`config.mk`:
```
export PLATFORM = sky130hd
export DESIGN_NAME = sram_arbiter_flat
export DESIGN_NICKNAME = d
export VERILOG_FILES = /design/src/rtl/sram_arbiter_if.sv /design/src/rtl/sram_arbiter.sv /design/src/flat_wrapper.sv
export SDC_FILE = /design/constraint.sdc
export NUM_CORES = 1
export LEC_CHECK = 0
export ABC_AREA = 1
export CORE_MARGIN = 2
export CORE_UTILIZATION = 42
export DETAILED_ROUTE_END_ITERATION = 7
export GPL_TIMING_DRIVEN = 1
export HOLD_SLACK_MARGIN = 0.03
export PLACE_DENSITY_LB_ADDON = 0.12
export SYNTH_ARGS = -nofsm -noshare
export SYNTH_HDL_FRONTEND = slang
export SYNTH_SLANG_ARGS = --single-unit
```
`constraint.sdc`:
```
create_clock -name clk -period 12.4 [get_ports clk]
set_input_delay 2.48 -clock clk [delete_from_list [all_inputs] [get_ports clk]]
set_output_delay 2.48 -clock clk [all_outputs]
set_load 0.1 [all_outputs]
```
`src/rtl/sram_arbiter_if.sv`:
```
// Client and SRAM pad signal bundle for sram_arbiter; slave = arbiter side,
// master = display/renderer clients plus the SRAM pad model.
interface sram_arbiter_if;
  logic        disp_req;
  logic [19:0] disp_addr;
  logic [31:0] disp_rdata;
  logic        disp_ack;

  logic        rend_req;
  logic        rend_we;
  logic [19:0] rend_addr;
  logic [31:0] rend_wdata;
  logic [3:0]  rend_be;
  logic [31:0] rend_rdata;
  logic        rend_ack;

  logic [19:0] sram_addr;
  logic [31:0] sram_dout;
  logic        sram_dout_en;
  logic [31:0] sram_din;
  logic        sram_ce_n;
  logic        sram_oe_n;
  logic        sram_we_n;
  logic [3:0]  sram_be_n;

  logic        busy;

  modport slave (
    input  disp_req, disp_addr,
    output disp_rdata, disp_ack,
    input  rend_req, rend_we, rend_addr, rend_wdata, rend_be,
    output rend_rdata, rend_ack,
    output sram_addr, sram_dout, sram_dout_en, sram_ce_n, sram_oe_n, sram_we_n, sram_be_n,
    input  sram_din,
    output busy
  );

  modport master (
    output disp_req, disp_addr,
    input  disp_rdata, disp_ack,
    output rend_req, rend_we, rend_addr, rend_wdata, rend_be,
    input  rend_rdata, rend_ack,
    input  sram_addr, sram_dout, sram_dout_en, sram_ce_n, sram_oe_n, sram_we_n, sram_be_n,
    output sram_din,
    input  busy
  );
endinterface

```
`src/rtl/sram_arbiter.sv`:
```
// Display-priority arbiter and fixed-timing sequencer for the shared video SRAM.
// Optional renderer starvation guard: define SRAM_ARB_STARVE_GUARD_EN.
module sram_arbiter #(
  parameter int ACCESS_CYCLES = 2,
  parameter int STARVE_LIMIT  = 4
) (
  input logic           clk,
  input logic           rst,
  sram_arbiter_if.slave arb
);

  typedef enum logic [1:0] {IDLE, ACCESS, DONE} state_t;

  localparam logic [3:0] CNT_LOAD  = 4'(ACCESS_CYCLES - 1);
  localparam logic [3:0] STARVE_LIM = 4'(STARVE_LIMIT);

  state_t     state;
  logic [3:0] cnt;
  logic       win_rend;
  logic       is_wr;
  logic       guard_fire;
  logic       rend_win;

`ifdef SRAM_ARB_STARVE_GUARD_EN
  logic [3:0] gcnt;

  assign guard_fire = arb.rend_req && (gcnt == STARVE_LIM);

  // Counts display grants made over a waiting renderer; cleared once it is served.
  always_ff @(posedge clk or posedge rst) begin
    if (rst) begin
      gcnt <= 4'd0;
    end else if (state == IDLE) begin
      if (!arb.rend_req)
        gcnt <= 4'd0;
      else if (rend_win)
        gcnt <= 4'd0;
      else
        gcnt <= gcnt + 4'd1;
    end
  end
`else
  assign guard_fire = 1'b0;
`endif

  assign rend_win = arb.rend_req && (!arb.disp_req || guard_fire);

  always_ff @(posedge clk or posedge rst) begin
    if (rst) begin
      state            <= IDLE;
      cnt              <= 4'd0;
      win_rend         <= 1'b0;
      is_wr            <= 1'b0;
      arb.sram_addr    <= 20'd0;
      arb.sram_dout    <= 32'd0;
      arb.sram_dout_en <= 1'b0;
      arb.sram_ce_n    <= 1'b1;
      arb.sram_oe_n    <= 1'b1;
      arb.sram_we_n    <= 1'b1;
      arb.sram_be_n    <= 4'hF;
      arb.disp_rdata   <= 32'd0;
      arb.disp_ack     <= 1'b0;
      arb.rend_rdata   <= 32'd0;
      arb.rend_ack     <= 1'b0;
      arb.busy         <= 1'b0;
    end else begin
      case (state)
        IDLE: begin
          if (arb.disp_req || arb.rend_req) begin
            state         <= ACCESS;
            cnt           <= CNT_LOAD;
            arb.busy      <= 1'b1;
            arb.sram_ce_n <= 1'b0;
            win_rend      <= rend_win;
            if (rend_win) begin
              arb.sram_addr <= arb.rend_addr;
              is_wr         <= arb.rend_we;
              if (arb.rend_we) begin
                arb.sram_dout    <= arb.rend_wdata;
                arb.sram_dout_en <= 1'b1;
                arb.sram_we_n    <= 1'b0;
                arb.sram_be_n    <= ~arb.rend_be;
              end else begin
                arb.sram_oe_n <= 1'b0;
                arb.sram_be_n <= 4'h0;
              end
            end else begin
              arb.sram_addr <= arb.disp_addr;
              is_wr         <= 1'b0;
              arb.sram_oe_n <= 1'b0;
              arb.sram_be_n <= 4'h0;
            end
          end
        end

        ACCESS: begin
          if (cnt == 4'd0) begin
            state            <= DONE;
            arb.sram_ce_n    <= 1'b1;
            arb.sram_oe_n    <= 1'b1;
            arb.sram_we_n    <= 1'b1;
            arb.sram_be_n    <= 4'hF;
            arb.sram_dout_en <= 1'b0;
            if (win_rend) begin
              arb.rend_ack <= 1'b1;
              if (!is_wr)
                arb.rend_rdata <= arb.sram_din;
            end else begin
              arb.disp_ack   <= 1'b1;
              arb.disp_rdata <= arb.sram_din;
            end
          end else begin
            cnt <= cnt - 4'd1;
            // Release we_n one cycle early so data is held past the write strobe.
            if (is_wr && cnt == 4'd1)
              arb.sram_we_n <= 1'b1;
          end
        end

        DONE: begin
          state        <= IDLE;
          arb.disp_ack <= 1'b0;
          arb.rend_ack <= 1'b0;
          arb.busy     <= 1'b0;
        end

        default: state <= IDLE;
      endcase
    end
  end

endmodule
```
`src/flat_wrapper.sv`:
```
// flat-port wrapper written by rule: the top's interface ports become plain ports
module sram_arbiter_flat 
#(
  parameter int ACCESS_CYCLES = 2,
  parameter int STARVE_LIMIT  = 4
)
  (clk, rst, arb_disp_req, arb_disp_addr, arb_disp_rdata, arb_disp_ack, arb_rend_req, arb_rend_we, arb_rend_addr, arb_rend_wdata, arb_rend_be, arb_rend_rdata, arb_rend_ack, arb_sram_addr, arb_sram_dout, arb_sram_dout_en, arb_sram_ce_n, arb_sram_oe_n, arb_sram_we_n, arb_sram_be_n, arb_sram_din, arb_busy);
  sram_arbiter_if arb_i ();
  input logic clk;
  input logic rst;
  input wire logic [$bits(arb_i.disp_req)-1:0] arb_disp_req;
  input wire logic [$bits(arb_i.disp_addr)-1:0] arb_disp_addr;
  output wire logic [$bits(arb_i.disp_rdata)-1:0] arb_disp_rdata;
  output wire logic [$bits(arb_i.disp_ack)-1:0] arb_disp_ack;
  input wire logic [$bits(arb_i.rend_req)-1:0] arb_rend_req;
  input wire logic [$bits(arb_i.rend_we)-1:0] arb_rend_we;
  input wire logic [$bits(arb_i.rend_addr)-1:0] arb_rend_addr;
  input wire logic [$bits(arb_i.rend_wdata)-1:0] arb_rend_wdata;
  input wire logic [$bits(arb_i.rend_be)-1:0] arb_rend_be;
  output wire logic [$bits(arb_i.rend_rdata)-1:0] arb_rend_rdata;
  output wire logic [$bits(arb_i.rend_ack)-1:0] arb_rend_ack;
  output wire logic [$bits(arb_i.sram_addr)-1:0] arb_sram_addr;
  output wire logic [$bits(arb_i.sram_dout)-1:0] arb_sram_dout;
  output wire logic [$bits(arb_i.sram_dout_en)-1:0] arb_sram_dout_en;
  output wire logic [$bits(arb_i.sram_ce_n)-1:0] arb_sram_ce_n;
  output wire logic [$bits(arb_i.sram_oe_n)-1:0] arb_sram_oe_n;
  output wire logic [$bits(arb_i.sram_we_n)-1:0] arb_sram_we_n;
  output wire logic [$bits(arb_i.sram_be_n)-1:0] arb_sram_be_n;
  input wire logic [$bits(arb_i.sram_din)-1:0] arb_sram_din;
  output wire logic [$bits(arb_i.busy)-1:0] arb_busy;
  assign arb_i.disp_req = arb_disp_req;
  assign arb_i.disp_addr = arb_disp_addr;
  assign arb_disp_rdata = arb_i.disp_rdata;
  assign arb_disp_ack = arb_i.disp_ack;
  assign arb_i.rend_req = arb_rend_req;
  assign arb_i.rend_we = arb_rend_we;
  assign arb_i.rend_addr = arb_rend_addr;
  assign arb_i.rend_wdata = arb_rend_wdata;
  assign arb_i.rend_be = arb_rend_be;
  assign arb_rend_rdata = arb_i.rend_rdata;
  assign arb_rend_ack = arb_i.rend_ack;
  assign arb_sram_addr = arb_i.sram_addr;
  assign arb_sram_dout = arb_i.sram_dout;
  assign arb_sram_dout_en = arb_i.sram_dout_en;
  assign arb_sram_ce_n = arb_i.sram_ce_n;
  assign arb_sram_oe_n = arb_i.sram_oe_n;
  assign arb_sram_we_n = arb_i.sram_we_n;
  assign arb_sram_be_n = arb_i.sram_be_n;
  assign arb_i.sram_din = arb_sram_din;
  assign arb_busy = arb_i.busy;
  sram_arbiter #(.ACCESS_CYCLES(ACCESS_CYCLES), .STARVE_LIMIT(STARVE_LIMIT)) u_core (.clk(clk), .rst(rst), .arb(arb_i));
endmodule
```
## Word-level counts from Yosys, hierarchy flattened

Cells that the tools add are included.

- Bits of input ports: 113
- Flip-flop bits (word level): 135
- Output and inout bits: 127
- Logic and storage cells: 93

- Reduce and logical (&&, ||, !) cells: 22
- $add $sub $neg: 1
- Muxes and demuxes: 39
- Bitwise logic cells: 3
- Equal/unequal tests: 12

Operators by type and width:

| operator | number |
|---|---|
| $mux W4 | 6 |
| $mux W1 | 20 |
| $mux W20 | 1 |
| $pmux W4 S2 | 2 |
| $reduce_and A3 Y1 | 5 |
| $pmux W1 S2 | 7 |
| $reduce_and A4 Y1 | 3 |
| $reduce_and A5 Y1 | 2 |
| $ne A2 B1 Y1 const B | 4 |
| $ne A2 B2 Y1 const B | 3 |
| $reduce_and A2 Y1 | 3 |
| $reduce_bool A2 Y1 | 3 |
| $eq A4 B1 Y1 const B | 1 |
| $logic_not A4 Y1 | 1 |
| $mux W2 | 2 |
| $not A4 Y4 | 1 |
| $pmux W2 S2 | 1 |
| $sub A4 B1 Y4 const B | 1 |
| $ne A3 B1 Y1 const B | 1 |
| $ne A3 B3 Y1 const B | 1 |
| $eq A2 B1 Y1 const B | 1 |
| $eq A2 B2 Y1 const B | 1 |
| $logic_and A1 B1 Y1 | 2 |
| $logic_not A2 Y1 | 1 |
| other kinds (3) | 4 |

## Depth between registers and ports, before layout

- Depth after elaboration: 5
- Depth in mapped cells: 8
- Mapped depth without buffers: 8

## Worst setup path before layout

OpenSTA, ideal clock, no wires.

- Kind: input-to-reg
- Start: input port arb_rend_req
- End: register u_core.arb.sram_dout[10]
- Required time: 12.278 ns
- Data arrival time: 3.272 ns
- Setup time: 0.122 ns
- Stages on the path: 8
- Path slack: 9.006 ns
- Buffers on the path: 1
- Path through: inv_1 nor2_1 nand2_1 clkinv_1 nand2_1 buf_2 nand2_1 nand2_1

- Longest elaborated chain between the ends: 2
- Elaborated cells between the ends (all ways): 3
- Those cells by class: 3 x reduce/logical

RTL lines:

| item | RTL line | RTL |
|---|---|---|
| start, declared | flat_wrapper.sv:15 | `input wire logic [$bits(arb_i.rend_req)-1:0] arb_rend_req;` |
| $logic_or A1 B1 Y1 or $logic_and A1 B1 Y1 (tied branches) | sram_arbiter.sv:69, sram_arbiter.sv:46 |  |
| $reduce_and A4 Y1 (no line) (*) | - |  |
| end signal, assigned | sram_arbiter.sv:79 | `arb.sram_dout <= arb.rend_wdata;` |
| end, declared | sram_arbiter_if.sv:33 | `output sram_addr, sram_dout, sram_dout_en, sram_ce_n, sram_oe_n, sram_we_n, sram_be_n,` |

Mark *: on every way between the ends. The rest lies on a longest branch, timed or not.
A chain may end at the register's enable or synchronous reset.

## Final worst setup path

- Start: input port arb_rend_req
- End: register u_core.arb.sram_dout[19]

Same word-level chain as after synthesis.

==> run summary <==
status = completed
fmax = 0.178 GHz
final period utilization = 45.4%
count leader, synth = nand2_1
Cell Rows = 41
Post-Layout Cell Count = 1,039
routability cong. = 0.812
WS Path Type = input port to flip-flop
critical path capture point type = flip-flop
Max stage delay on crit path = 0.85 ns
met1 usage = 29.6%
Stages on worst setup path = 8
max cap viols = 0
Worst-path clk slew = 0.06 ns
Critical Path Slowest Stage Cell = nand2_1
Ys Warns = 0
Max-slew headroom = 24.3%
Resized cells post-CTS = 0
CTS sink cnt = 135
number of cells after detailed placement = 1,007
Final Slew Violations = 0
Ports = 240
final setup TNS = 0 ns
routed vias/inst = 4.94
hpwl dp = 11.0 mm
most common flop cell mapped by yosys = dfrtp_1
WL final = 16.0 mm
All-Layer GR Usage = 23.4%
CTS Buffer Depth = 2
CTS Root Cell = clkbuf_16
layout cell share with drive strength beyond 1 = 6.34%
Max FO, Critical Path = 35
post-synth top area cell = dfrtp_1
wire length per cell = 15.4 um
Yosys top cell area share = 58.4%
Area Overhead vs Synth = 57.4%
CP Data Required Time = 12.69 ns
CTS tree = yes
met3 usage = 8.01%
Antenna Nets Post-Route = 0
first-pass iteration count of the detailed router = 5
Syn Area/Cell = 8.79 um^2
Hold Buf Count CTS = 0
antenna violations before repair = 0
# fillers = 1,053
vias in the first global route = 5,196
CP arrival = 5.93 ns
grt total ovfl = 0
syn_nets = 740
Post-Syn Area = 5480 um^2
Starting DRT DRC Count = 432
Die W = 118 um
Core ar. = 12,700 um^2
Synth area leaders = dfrtp_1 58%, nand2_1 19%, nand3_1 6.2%, o21ai_0 3.4%, dfstp_2 3.4%
Post-synth EDFFs = 0
gr busiest metal = met2
CP cell instances = clkdlybuf4s50_1 > inv_1 > nor2_1 > nand2_1 > clkinv_1 > nand2_1 > nand2_1 > nand2_1
Post-Syn Instances = 624
setup bufs post-CTS = 0
worst hold path type = flip-flop to flip-flop
Antenna diodes = 0
PortBufs = 239
Setup violations, final = 0
met2 usage = 36.6%
Final Skew = 0.00460 ns
Die Ht = 118 um
CP top delay family = simple AND/OR/NAND/NOR gates
Slew @ Worst Pin = 1.13 ns
Final Hold Violating Endpoints = 0
post-synthesis sequential area ratio = 61.8%
post-layout min period = 5.63 ns
reg2reg setup slack = 9.53 ns
Clock Latency Late Sink = 0.41 ns
synthesis-stage register bit count = 135
die area = 14,000 um^2
Post-route DRC = 0
first-pass GRT wire length = 26.1 mm
Worst path most repeated cell = nand2_1
Starting Density = 43.3%
CP Launch Type = input port
reg2reg path depth = 7
WP buf/inv = 3
Post-synth top cells = 273 x nand2_1, 128 x dfrtp_1, 68 x nand3_1
H-tree depth = 4
nets = 970
post-synth cell types = 23
Hold Crit Depth = 2
via count = 5,136
clock buffer count from CTS = 17
largest net degree at the start of global routing = 88
Async SR Flop Fraction = 100%
RSZ-0062 raised after global routing = false
==> flip-flops by register name, summed over array words and instances (netlist names), 2 cells and up <==
signal / flops
u_core.arb.sram_dout: 32
u_core.arb.sram_addr: 20
u_core.arb.sram_be_n: 4
u_core.arb.disp_rdata: 32
u_core.arb.rend_rdata: 32
u_core.cnt: 4
u_core.state: 2
==> cells in the final DEF, fill, tap and decap left out, drive strengths merged, types with 5 or more instances in the layout <==
master         instances
dfstp                  7
buf                    5
clkdlybuf4s50        239
inv                   15
nand3                 69
o21ai                 55
nand2                275
dfrtp                128
clkbuf                21
nor2                  32
clkinv                 5
==> stage by stage <==
stage	area [um^2]	util, %	setup WS [ns]	hold WS, ns
floorplan	5480	-	6.32	0.503
global placement	7980	63.0	6.58	0.453
detailed placement	7980	63.0	6.34	0.457
CTS	8630	68.1	6.75	0.467
global route	8630	68.1	6.33	0.481
finish	8630	68.1	6.77	0.466
==> path summary, 6_finish.rpt <==
check | startpoint | to
min | u_core.arb.sram_be_n[3] | u_core.arb.sram_be_n[3]
max reg2reg | u_core.cnt[0] | u_core.arb.rend_rdata[11]
min reg2reg | u_core.arb.sram_be_n[3] | u_core.arb.sram_be_n[3]
max | arb_rend_req | u_core.arb.sram_dout[19]
min in group asynchronous | rst | u_core.arb.rend_rdata[10]
max in group asynchronous | rst | u_core.arb.sram_dout[30]
==> cell type report <==
type / count / area [um^2] / share of cell area [%]
Sequential cell: 135 / 3390 / 39.2
Timing Repair Buffer: 244 / 2430 / 28.2
Multi-Input combinational cell: 440 / 1880 / 21.8
Clock buffer: 21 / 480 / 5.57
Tap cell: 172 / 215 / 2.49
Clock inverter: 11 / 170 / 1.97
Inverter: 16 / 65.1 / 0.754
==> metal layers <==
metal / routed length, um / vias up
met5: 0 / -
met4: 433 / 0
met3: 1370 / 31
met2: 7540 / 221
met1: 6630 / 2442
li1: - / 2442
==> tightest hold or removal path, cell delays in order (launching register included) <==
cell and delay (ns):
dfstp_2 0.37, inv_1 0.04, a21oi_1 0.06
==> kinds of logic after synthesis <==
kind of cell               count (synthesis)  share of synthesized area [%]
DFF                                      135                           61.8
AOI/OAI and AO/OA                         56                           5.11
and+or+nand+nor                          380                           28.3
adders and majority gates                  3                          0.685
xor gates and xnor gates                   1                          0.160
buffers and inverters                     49                           3.97
Power is not shown: default switching activity piles up to over one toggle a cycle in this logic, so the estimate is an artifact.
